<file path="src/rtl/register_access_stage.sv">
// Register-access stage: holds the GPR/segment/MMX register file, resolves operand
// register numbers, computes the stack/string address and registers everything toward AGEN.
module register_access_stage (
    input  logic        clk,
    input  logic        reset,
    input  logic        flush,
    input  logic [15:0] write_cs,
    input  logic        write_cs_enable,
    input  logic        d_valid,
    output logic        d_ready,
    input  logic [2:0]  d_size,
    input  logic        d_set_d_flag,
    input  logic        d_clear_d_flag,
    input  logic [2:0]  d_op0,
    input  logic [2:0]  d_op1,
    input  logic [2:0]  d_op0_reg,
    input  logic [2:0]  d_op1_reg,
    input  logic [7:0]  d_modrm,
    input  logic [7:0]  d_sib,
    input  logic [47:0] d_imm,
    input  logic [31:0] d_disp,
    input  logic [3:0]  d_alu_op,
    input  logic [2:0]  d_flag_0,
    input  logic [2:0]  d_flag_1,
    input  logic [1:0]  d_stack_op,
    input  logic [2:0]  d_seg_override,
    input  logic        d_seg_override_valid,
    input  logic        d_movs,
    input  logic [31:0] d_pc,
    input  logic        d_branch_taken,
    input  logic [15:0] d_opcode,
    output logic        r_valid,
    input  logic        r_ready,
    output logic [2:0]  r_size,
    output logic        r_set_d_flag,
    output logic        r_clear_d_flag,
    output logic [2:0]  r_op0,
    output logic [2:0]  r_op1,
    output logic [2:0]  r_op0_reg,
    output logic [2:0]  r_op1_reg,
    output logic [7:0]  r_modrm,
    output logic [7:0]  r_sib,
    output logic [47:0] r_imm,
    output logic [31:0] r_disp,
    output logic [3:0]  r_alu_op,
    output logic [2:0]  r_flag_0,
    output logic [2:0]  r_flag_1,
    output logic [1:0]  r_stack_op,
    output logic [2:0]  r_seg_override,
    output logic        r_seg_override_valid,
    output logic [31:0] r_pc,
    output logic        r_branch_taken,
    output logic [15:0] r_opcode,
    output logic [31:0] r_stack_address,
    output logic [31:0] r_eax,
    output logic [31:0] r_ecx,
    output logic [31:0] r_edx,
    output logic [31:0] r_ebx,
    output logic [31:0] r_esp,
    output logic [31:0] r_ebp,
    output logic [31:0] r_esi,
    output logic [31:0] r_edi,
    output logic [15:0] r_cs,
    output logic [15:0] r_ds,
    output logic [15:0] r_es,
    output logic [15:0] r_fs,
    output logic [15:0] r_gs,
    output logic [15:0] r_ss,
    output logic [63:0] r_mm0,
    output logic [63:0] r_mm1,
    output logic [63:0] r_mm2,
    output logic [63:0] r_mm3,
    output logic [63:0] r_mm4,
    output logic [63:0] r_mm5,
    output logic [63:0] r_mm6,
    output logic [63:0] r_mm7,
    input  logic [2:0]  wb_reg_number,
    input  logic        wb_reg_en,
    input  logic        wb_stack,
    input  logic [2:0]  wb_reg_size,
    input  logic [31:0] wb_reg_data,
    input  logic [2:0]  wb_seg_number,
    input  logic        wb_seg_en,
    input  logic [15:0] wb_seg_data,
    input  logic [2:0]  wb_mmx_number,
    input  logic        wb_mmx_en,
    input  logic [63:0] wb_mmx_data,
    input  logic        flag_df
);

    typedef struct packed {
        logic [2:0]  size;
        logic        set_d_flag;
        logic        clear_d_flag;
        logic [2:0]  op0;
        logic [2:0]  op1;
        logic [2:0]  op0_reg;
        logic [2:0]  op1_reg;
        logic [7:0]  modrm;
        logic [7:0]  sib;
        logic [47:0] imm;
        logic [31:0] disp;
        logic [3:0]  alu_op;
        logic [2:0]  flag_0;
        logic [2:0]  flag_1;
        logic [1:0]  stack_op;
        logic [2:0]  seg_override;
        logic        seg_override_valid;
        logic [31:0] pc;
        logic        branch_taken;
        logic [15:0] opcode;
        logic [31:0] stack_address;
    } payload_t;

    localparam int SEG_CS = 1;
    localparam int GPR_ESP = 4;
    localparam int GPR_EDI = 7;

    // Direction flag is consumed further down the pipe, not here.
    logic unused_flag_df;
    assign unused_flag_df = flag_df;

    logic [31:0] gpr_q [8];
    logic [31:0] gpr_d [8];
    logic [15:0] seg_q [6];
    logic [15:0] seg_d [6];
    logic [63:0] mmx_q [8];
    logic [63:0] mmx_d [8];

    logic [31:0] gpr_snap_q [8];
    logic [15:0] seg_snap_q [6];
    logic [63:0] mmx_snap_q [8];

    payload_t payload_q, payload_d;
    logic     r_valid_q, r_valid_d;
    logic     capture;
    logic [31:0] stack_addr;

    function automatic logic [2:0] sel_reg(input logic [2:0] mode, input logic [7:0] modrm,
                                           input logic [2:0] reg_in);
        case (mode)
            3'd3:    return modrm[5:3];
            3'd4:    return modrm[2:0];
            default: return reg_in;
        endcase
    endfunction

    assign d_ready = r_ready | ~r_valid_q;
    assign capture = d_valid & d_ready;

    // Write-first view of the register file: this cycle's writebacks are visible to the snapshot.
    always_comb begin
        gpr_d = gpr_q;
        if (wb_reg_en) begin
            if (wb_stack) begin
                gpr_d[GPR_ESP] = wb_reg_data;
            end else begin
                case (wb_reg_size)
                    3'd0: begin
                        if (!wb_reg_number[2])
                            gpr_d[wb_reg_number][7:0] = wb_reg_data[7:0];
                        else
                            gpr_d[{1'b0, wb_reg_number[1:0]}][15:8] = wb_reg_data[7:0];
                    end
                    3'd1:    gpr_d[wb_reg_number][15:0] = wb_reg_data[15:0];
                    default: gpr_d[wb_reg_number] = wb_reg_data;
                endcase
            end
        end
    end

    always_comb begin
        seg_d = seg_q;
        for (int i = 0; i < 6; i++) begin
            if (wb_seg_en && wb_seg_number == i[2:0])
                seg_d[i] = wb_seg_data;
        end
        if (write_cs_enable)
            seg_d[SEG_CS] = write_cs;
    end

    always_comb begin
        mmx_d = mmx_q;
        if (wb_mmx_en)
            mmx_d[wb_mmx_number] = wb_mmx_data;
    end

    always_comb begin
        if (d_stack_op == 2'd1)
            stack_addr = gpr_d[GPR_ESP] - ((d_size == 3'd1) ? 32'd2 : 32'd4);
        else if (d_stack_op == 2'd2)
            stack_addr = gpr_d[GPR_ESP];
        else if (d_movs)
            stack_addr = gpr_d[GPR_EDI];
        else
            stack_addr = gpr_d[GPR_ESP];
    end

    always_comb begin
        payload_d.size               = d_size;
        payload_d.set_d_flag         = d_set_d_flag;
        payload_d.clear_d_flag       = d_clear_d_flag;
        payload_d.op0                = d_op0;
        payload_d.op1                = d_op1;
        payload_d.op0_reg            = sel_reg(d_op0, d_modrm, d_op0_reg);
        payload_d.op1_reg            = sel_reg(d_op1, d_modrm, d_op1_reg);
        payload_d.modrm              = d_modrm;
        payload_d.sib                = d_sib;
        payload_d.imm                = d_imm;
        payload_d.disp               = d_disp;
        payload_d.alu_op             = d_alu_op;
        payload_d.flag_0             = d_flag_0;
        payload_d.flag_1             = d_flag_1;
        payload_d.stack_op           = d_stack_op;
        payload_d.seg_override       = d_seg_override;
        payload_d.seg_override_valid = d_seg_override_valid;
        payload_d.pc                 = d_pc;
        payload_d.branch_taken       = d_branch_taken;
        payload_d.opcode             = d_opcode;
        payload_d.stack_address      = stack_addr;
    end

    // Flush has priority over a same-cycle capture.
    always_comb begin
        r_valid_d = r_valid_q;
        if (flush)
            r_valid_d = 1'b0;
        else if (capture)
            r_valid_d = 1'b1;
        else if (r_ready)
            r_valid_d = 1'b0;
    end

    always_ff @(posedge clk) begin
        if (reset) begin
            r_valid_q <= 1'b0;
            payload_q <= '0;
            for (int i = 0; i < 8; i++) begin
                gpr_q[i]      <= '0;
                mmx_q[i]      <= '0;
                gpr_snap_q[i] <= '0;
                mmx_snap_q[i] <= '0;
            end
            for (int i = 0; i < 6; i++) begin
                seg_q[i]      <= '0;
                seg_snap_q[i] <= '0;
            end
        end else begin
            r_valid_q <= r_valid_d;
            gpr_q     <= gpr_d;
            seg_q     <= seg_d;
            mmx_q     <= mmx_d;
            if (capture) begin
                payload_q  <= payload_d;
                gpr_snap_q <= gpr_d;
                seg_snap_q <= seg_d;
                mmx_snap_q <= mmx_d;
            end
        end
    end

    assign r_valid              = r_valid_q;
    assign r_size               = payload_q.size;
    assign r_set_d_flag         = payload_q.set_d_flag;
    assign r_clear_d_flag       = payload_q.clear_d_flag;
    assign r_op0                = payload_q.op0;
    assign r_op1                = payload_q.op1;
    assign r_op0_reg            = payload_q.op0_reg;
    assign r_op1_reg            = payload_q.op1_reg;
    assign r_modrm              = payload_q.modrm;
    assign r_sib                = payload_q.sib;
    assign r_imm                = payload_q.imm;
    assign r_disp               = payload_q.disp;
    assign r_alu_op             = payload_q.alu_op;
    assign r_flag_0             = payload_q.flag_0;
    assign r_flag_1             = payload_q.flag_1;
    assign r_stack_op           = payload_q.stack_op;
    assign r_seg_override       = payload_q.seg_override;
    assign r_seg_override_valid = payload_q.seg_override_valid;
    assign r_pc                 = payload_q.pc;
    assign r_branch_taken       = payload_q.branch_taken;
    assign r_opcode             = payload_q.opcode;
    assign r_stack_address      = payload_q.stack_address;

    assign r_eax = gpr_snap_q[0];
    assign r_ecx = gpr_snap_q[1];
    assign r_edx = gpr_snap_q[2];
    assign r_ebx = gpr_snap_q[3];
    assign r_esp = gpr_snap_q[4];
    assign r_ebp = gpr_snap_q[5];
    assign r_esi = gpr_snap_q[6];
    assign r_edi = gpr_snap_q[7];

    assign r_es = seg_snap_q[0];
    assign r_cs = seg_snap_q[1];
    assign r_ss = seg_snap_q[2];
    assign r_ds = seg_snap_q[3];
    assign r_fs = seg_snap_q[4];
    assign r_gs = seg_snap_q[5];

    assign r_mm0 = mmx_snap_q[0];
    assign r_mm1 = mmx_snap_q[1];
    assign r_mm2 = mmx_snap_q[2];
    assign r_mm3 = mmx_snap_q[3];
    assign r_mm4 = mmx_snap_q[4];
    assign r_mm5 = mmx_snap_q[5];
    assign r_mm6 = mmx_snap_q[6];
    assign r_mm7 = mmx_snap_q[7];

endmodule

</file>
<file path="config.mk">
export PLATFORM = sky130hd
export DESIGN_NAME = register_access_stage
export DESIGN_NICKNAME = d
export VERILOG_FILES = /design/src/rtl/register_access_stage.sv
export SDC_FILE = /design/constraint.sdc
export NUM_CORES = 2
export LEC_CHECK = 0
export CAP_MARGIN = 15
export CORE_AREA = 2 2 541 543
export CTS_BUF_LIST = sky130_fd_sc_hd__clkbuf_4
export DETAILED_ROUTE_END_ITERATION = 8
export DIE_AREA = 0 0 543 545
export GPL_ROUTABILITY_DRIVEN = 1
export PLACE_DENSITY = 0.42
export SYNTH_ARGS = -nofsm -noshare
export SYNTH_HDL_FRONTEND = slang
export SYNTH_SLANG_ARGS = --single-unit
</file>
<file path="constraint.sdc">
create_clock -name clk -period 4 [get_ports clk]
set_clock_uncertainty 0.1 [all_clocks]
set_input_delay 0.4 -clock clk [delete_from_list [all_inputs] [get_ports clk]]
set_output_delay 0.4 -clock clk [all_outputs]
set_load 0.02 [all_outputs]
</file>
# Yosys cells after proc, flatten, opt, wreduce, memory -nomap -nowiden

Cells that the tools add are included.

Mux-type cells: 37
Magnitude comparators: 6
Equality and inequality tests: 13
Reductions and logical operators: 13
Bitwise gates (word level): 6
Add/subtract/negate cells: 1

Operator list:

| cell                 | number |
|---|---|
| $bwmux W256          | 4 |
| $bwmux W512          | 1 |
| $mux W256            | 2 |
| $mux W512            | 1 |
| $pmux W256 S2        | 1 |
| $demux W32 S3        | 4 |
| $demux W64 S3        | 1 |
| $mux W32             | 5 |
| $mux W16             | 9 |
| $mux W128            | 1 |
| $mux W96             | 1 |
| $mux W64             | 1 |
| $sub A32 B3 Y32      | 1 |
| $eq A3 B2 Y1 const B | 4 |
| $eq A3 B3 Y1 const B | 4 |
| $ge A4 B4 Y1 const B | 3 |
| $lt A4 B1 Y1 const B | 3 |
| $pmux W3 S2          | 2 |
| $eq A3 B1 Y1 const B | 3 |
| $logic_and A1 B1 Y1  | 9 |
| $mux W8              | 1 |
| $not A3 Y4           | 2 |
| $logic_not A3 Y1     | 2 |
| $not A2 Y4           | 1 |
| other kinds (9)      | 10 |

Register bits: 1,939
Input port bits: 330
Word-level logic and storage cells: 142

# Longest topological paths before layout

Depth after elaboration: 13
Gate-level depth with buffers: 14

# Least setup slack after synthesis

OpenSTA, ideal clock, no wires.

Kind: input to register
Start point: in wb_stack
End point: reg payload_q, in the netlist r_stack_address[11]
Arrival time: 4,092 ps
Cell stages on the path: 14
Required time: 3,780 ps
Setup slack: -312 ps
Cell sequence: clkbuf_1 -> o41a_1 -> o21ai_2 -> clkbuf_1 -> mux2i_1 -> ha_1 -> fa_1 -> clkbuf_1 -> or4b_2 -> nor3_1 -> mux2i_1 -> nor2_1 -> mux2_2 -> o31a_1

Word-level cells in the longest chain between the ends: 5
Elaborated cells on any way between the ends: 7
Those cells by class: add/sub (1); mux (6)

Ends and longest elaborated chain:

| item                                                    | line | RTL |
|---|---|---|
| start: declaration                                      | 79   | `input logic wb_stack,` |
| $mux W32 / $mux W96 (equally long branches)             | 155  | `if (wb_stack) begin` |
| $mux W256 *                                             | 154  | `if (wb_reg_en) begin` |
| branches (longest 2 deep; another with $sub A32 B3 Y32) | n/a  |  |
| $mux W32 *                                              | 189  | `if (d_stack_op == 2'd1)` |
| end signal: assignment                                  | 254  | `payload_q <= payload_d;` |
| end: declaration                                        | 134  | `payload_t payload_q, payload_d;` |

Mark *: on every way between the ends.
A chain may end at the register's enable or synchronous reset.

# Worst setup path in the final report

Start point: in wb_stack
End point: reg payload_q, in the netlist r_stack_address[29]

The elaborated chain is that of the path after synthesis.

==> results.md <==
- Status: complete, no violations
- Die Ht: 545 um
- PostCTS Resize Cnt: 0
- Largest net degree at the start of global routing: 207
- Num CTS Buffers: 578
- Wire length on met1: 129,000 um
- Clock group share of total power: 41.3%
- Clock tree sinks: 1,939
- First-pass GRT wire length: 446,000 um
- Final WS setup: 565 ps
- Post-route antenna net violation count: 0
- Wire per inst: 23.7 um
- Dpl hpwl: 230,000 um
- Most flops, register: mmx_q
- Metal2 WL: 150,000 um
- GRT overflow: 0
- Row cnt: 198
- Leak Pwr: 0.0391 uW
- CP Launch Type: input pin
- Core Region: 290,000 um^2
- Worst path required time: 5160 ps
- Sequential power share: 44.3%
- Syn_nets: 7,461
- CTS max path bufs: 4
- Synth Area per Inst: 9.59 um^2
- Final period util: 85.9%
- Overall Global Routing Usage: 20.7%
- Final instance area: 99,900 um^2
- Worst hold-check path type: input pin to flop
- Internal power: 33,000 uW
- Gate power share: 14.3%
- Relative slew slack: 27.1%
- Synthesized instance count: 7,128
- CP endpoint kind: flop
- First-pass iteration count of the detailed router: 6
- Share of post-route cells with drive strength above 1: 12.1%
- Clk_lat worst skew: 1440 ps
- Worst slack, placed: -236 ps
- Ys Warns: 0
- Most used DFF post-synth: dfxtp_1
- Initial DRC count: 3,140
- Synthesis-to-finish area growth: 46.2%
- Crit Path Category: input pin to flop
- Vias: 60,900
- Distinct cells, synth: 73
- Synth Cell Area: 68,300 um^2
- DR top layer: met5
- Slew Limit Fails: 0
- Fill count: 29,900
- Number of global-route vias before repair: 59,700
- Tmin final: 3440 ps
- Post-route DRC: 0
- P_sw: 13,500 uW
- CTS clk-pin slew, worst paths: 60 ps
- Max FFs per register: 512
- Root buffer cell: clkbuf_4
- Largest fanout on the critical path: 3
- Max H-tree Level: 6
- MaxCap Viol Count: 0
- WL final: 320,000 um
- Area post-placement: 87,300 um^2
- Post-synth ARST share: 0%
- Switching share of power: 29.0%
- Die area: 296,000 um^2
- Pwr/cell area: 466 nW/um^2
- Most common cell after layout, fill and taps aside: dfxtp_1
- Largest registers: mmx_q (512), gpr_q (256), seg_q (96)
- Final Hold Fails: 0
- Register area share after synthesis: 56.8%
- RSZ-0062 raised after global routing: no
- Via density: 4.51
- Seq cells post-synth: 1,939
- Initial Util: 23.6%
- Max VDD drop: 0.000262 V
- Commonest non-fill, non-tap cells in the layout: dfxtp_1 (1,939), nor2_1 (1,810), clkdlybuf4s50_1 (1,403)
- Initial antenna violation count: 66
- Port bufs: 1,404
- Met3 WL post-DR: 26,800 um
- DIE WIDTH: 543 um
- Ports: 1,406
- Post-synth EDFFs: 0
- Critical Path AT: 4590 ps
- TritonCTS clock tree: built
- Worst-margin pin slew: 1090 ps
- Final setup viols: 0
- Placer Congestion: 0.863
- Nets: 9,543
- Max Clk Rate: 291 MHz
==> kinds of logic (layout without fill, tap and decap cells) <==
family | Yosys count | count (layout) | synth area share (%)
AO/OA/AOI/OAI | 1270 | 1270 | 13.0
XOR/XNOR | 7 | 7 | 0.0897
adder cells (fa/ha/maj) | 3 | 3 | 0.0659
buffers and inverters | 673 | 3120 | 3.73
flip-flops | 1939 | 1939 | 56.8
multiplexers | 855 | 855 | 12.5
other | 0 | 32 | 0
AND/OR/NAND/NOR | 2381 | 2381 | 13.7
==> critical path, cell delays in order <==
cell and delay, ps:
dlygate4sd3_1 530, clkdlybuf4s50_1 450, o41a_1 570, o21ai_4 150
mux2i_2 290, ha_1 230, fa_1 220, or4b_2 610
nor3_1 220, mux2i_1 150, nor4b_1 310, buf_4 170
mux2i_1 170, o21ai_0 100
==> Yosys cell counts (all sizes together), types with 5 or more instances <==
library cell,number,share of area [%]
nor2b,5,0.046
nand3,21,0.15
nand4b,6,0.077
o221ai,11,0.14
o21a,5,0.055
nor2,1816,10
inv,6,0.033
a2111oi,5,0.10
a222oi,10,0.15
a22oi,9,0.099
dfxtp,1939,57
mux2i,851,12
nand3b,5,0.055
nor3,21,0.15
o221a,8,0.13
a31oi,11,0.10
a21oi,243,1.8
a211oi,848,9.3
and2,21,0.19
or4,5,0.055
or3,18,0.16
nor3b,11,0.12
clkbuf,615,3.4
xnor2,5,0.064
a22o,7,0.090
nand2,406,2.2
buf,52,0.32
o31a,5,0.064
o21ai,65,0.49
nor4,17,0.16
nand2b,5,0.046
o22ai,5,0.046
a221oi,14,0.18
==> per-layer routing <==
layer / vias to the layer above / GRT usage (%)
li1: 29100 / -
met1: 29200 / 24.1
met2: 2098 / 34.5
met3: 591 / 7.21
met4: 44 / 8.80
met5: - / 0
==> metrics by stage <==
step	utilization [%]	hold slack, ps	std cells	TNS, ps	power [uW]
final	34.4	137	13500	0	46500
after global routing	34.4	47.0	13500	0	48900
after CTS	34.4	0.732	13500	0	47400
after detailed placement	30.1	347	12000	-1350	27300
after global placement	30.1	342	12000	-2200	27300
after floorplan	-	345	7128	0	23900
==> power by group through the flow <==
stage          logic [uW]  registers (uW)  clock network, uW
2_1_floorplan        2140           21800                  0
3_3_place_gp         6250           21000                  0
3_5_place_dp         6270           21100                  0
4_1_cts              6750           20600              20000
5_1_grt              7100           20700              21100
6_report             6660           20600              19200
==> cell type report <==
type | instances | area [um^2] | share of cell area [%]
clock buffer | 817 | 6130 | 6.14
sequential | 1939 | 38800 | 38.9
inverter | 6 | 22.5 | 0.0225
antenna | 32 | 80.1 | 0.0802
clock inverter | 128 | 1030 | 1.03
tap | 3900 | 4880 | 4.88
multi-input combinational | 4516 | 27100 | 27.1
timing repair buffer | 2169 | 21900 | 21.9
==> timing repair <==
action,4_1_cts,5_1_grt
buffers inserted,0,0
hold buffers,530,0
endpoints found under the hold margin,1930,0
==> worst paths after layout <==
path	slack, ps	cells past startpoint	startpoint	to
setup reg to reg	1080	10	gpr_q[97]	r_stack_address[29]
setup / recovery	560	14	wb_stack	r_stack_address[29]
hold reg to reg	350	2	r_pc[9]	r_pc[9]
hold / removal	140	3	wb_mmx_data[39]	mmx_q[103]
(Power assumes the default switching activity.)
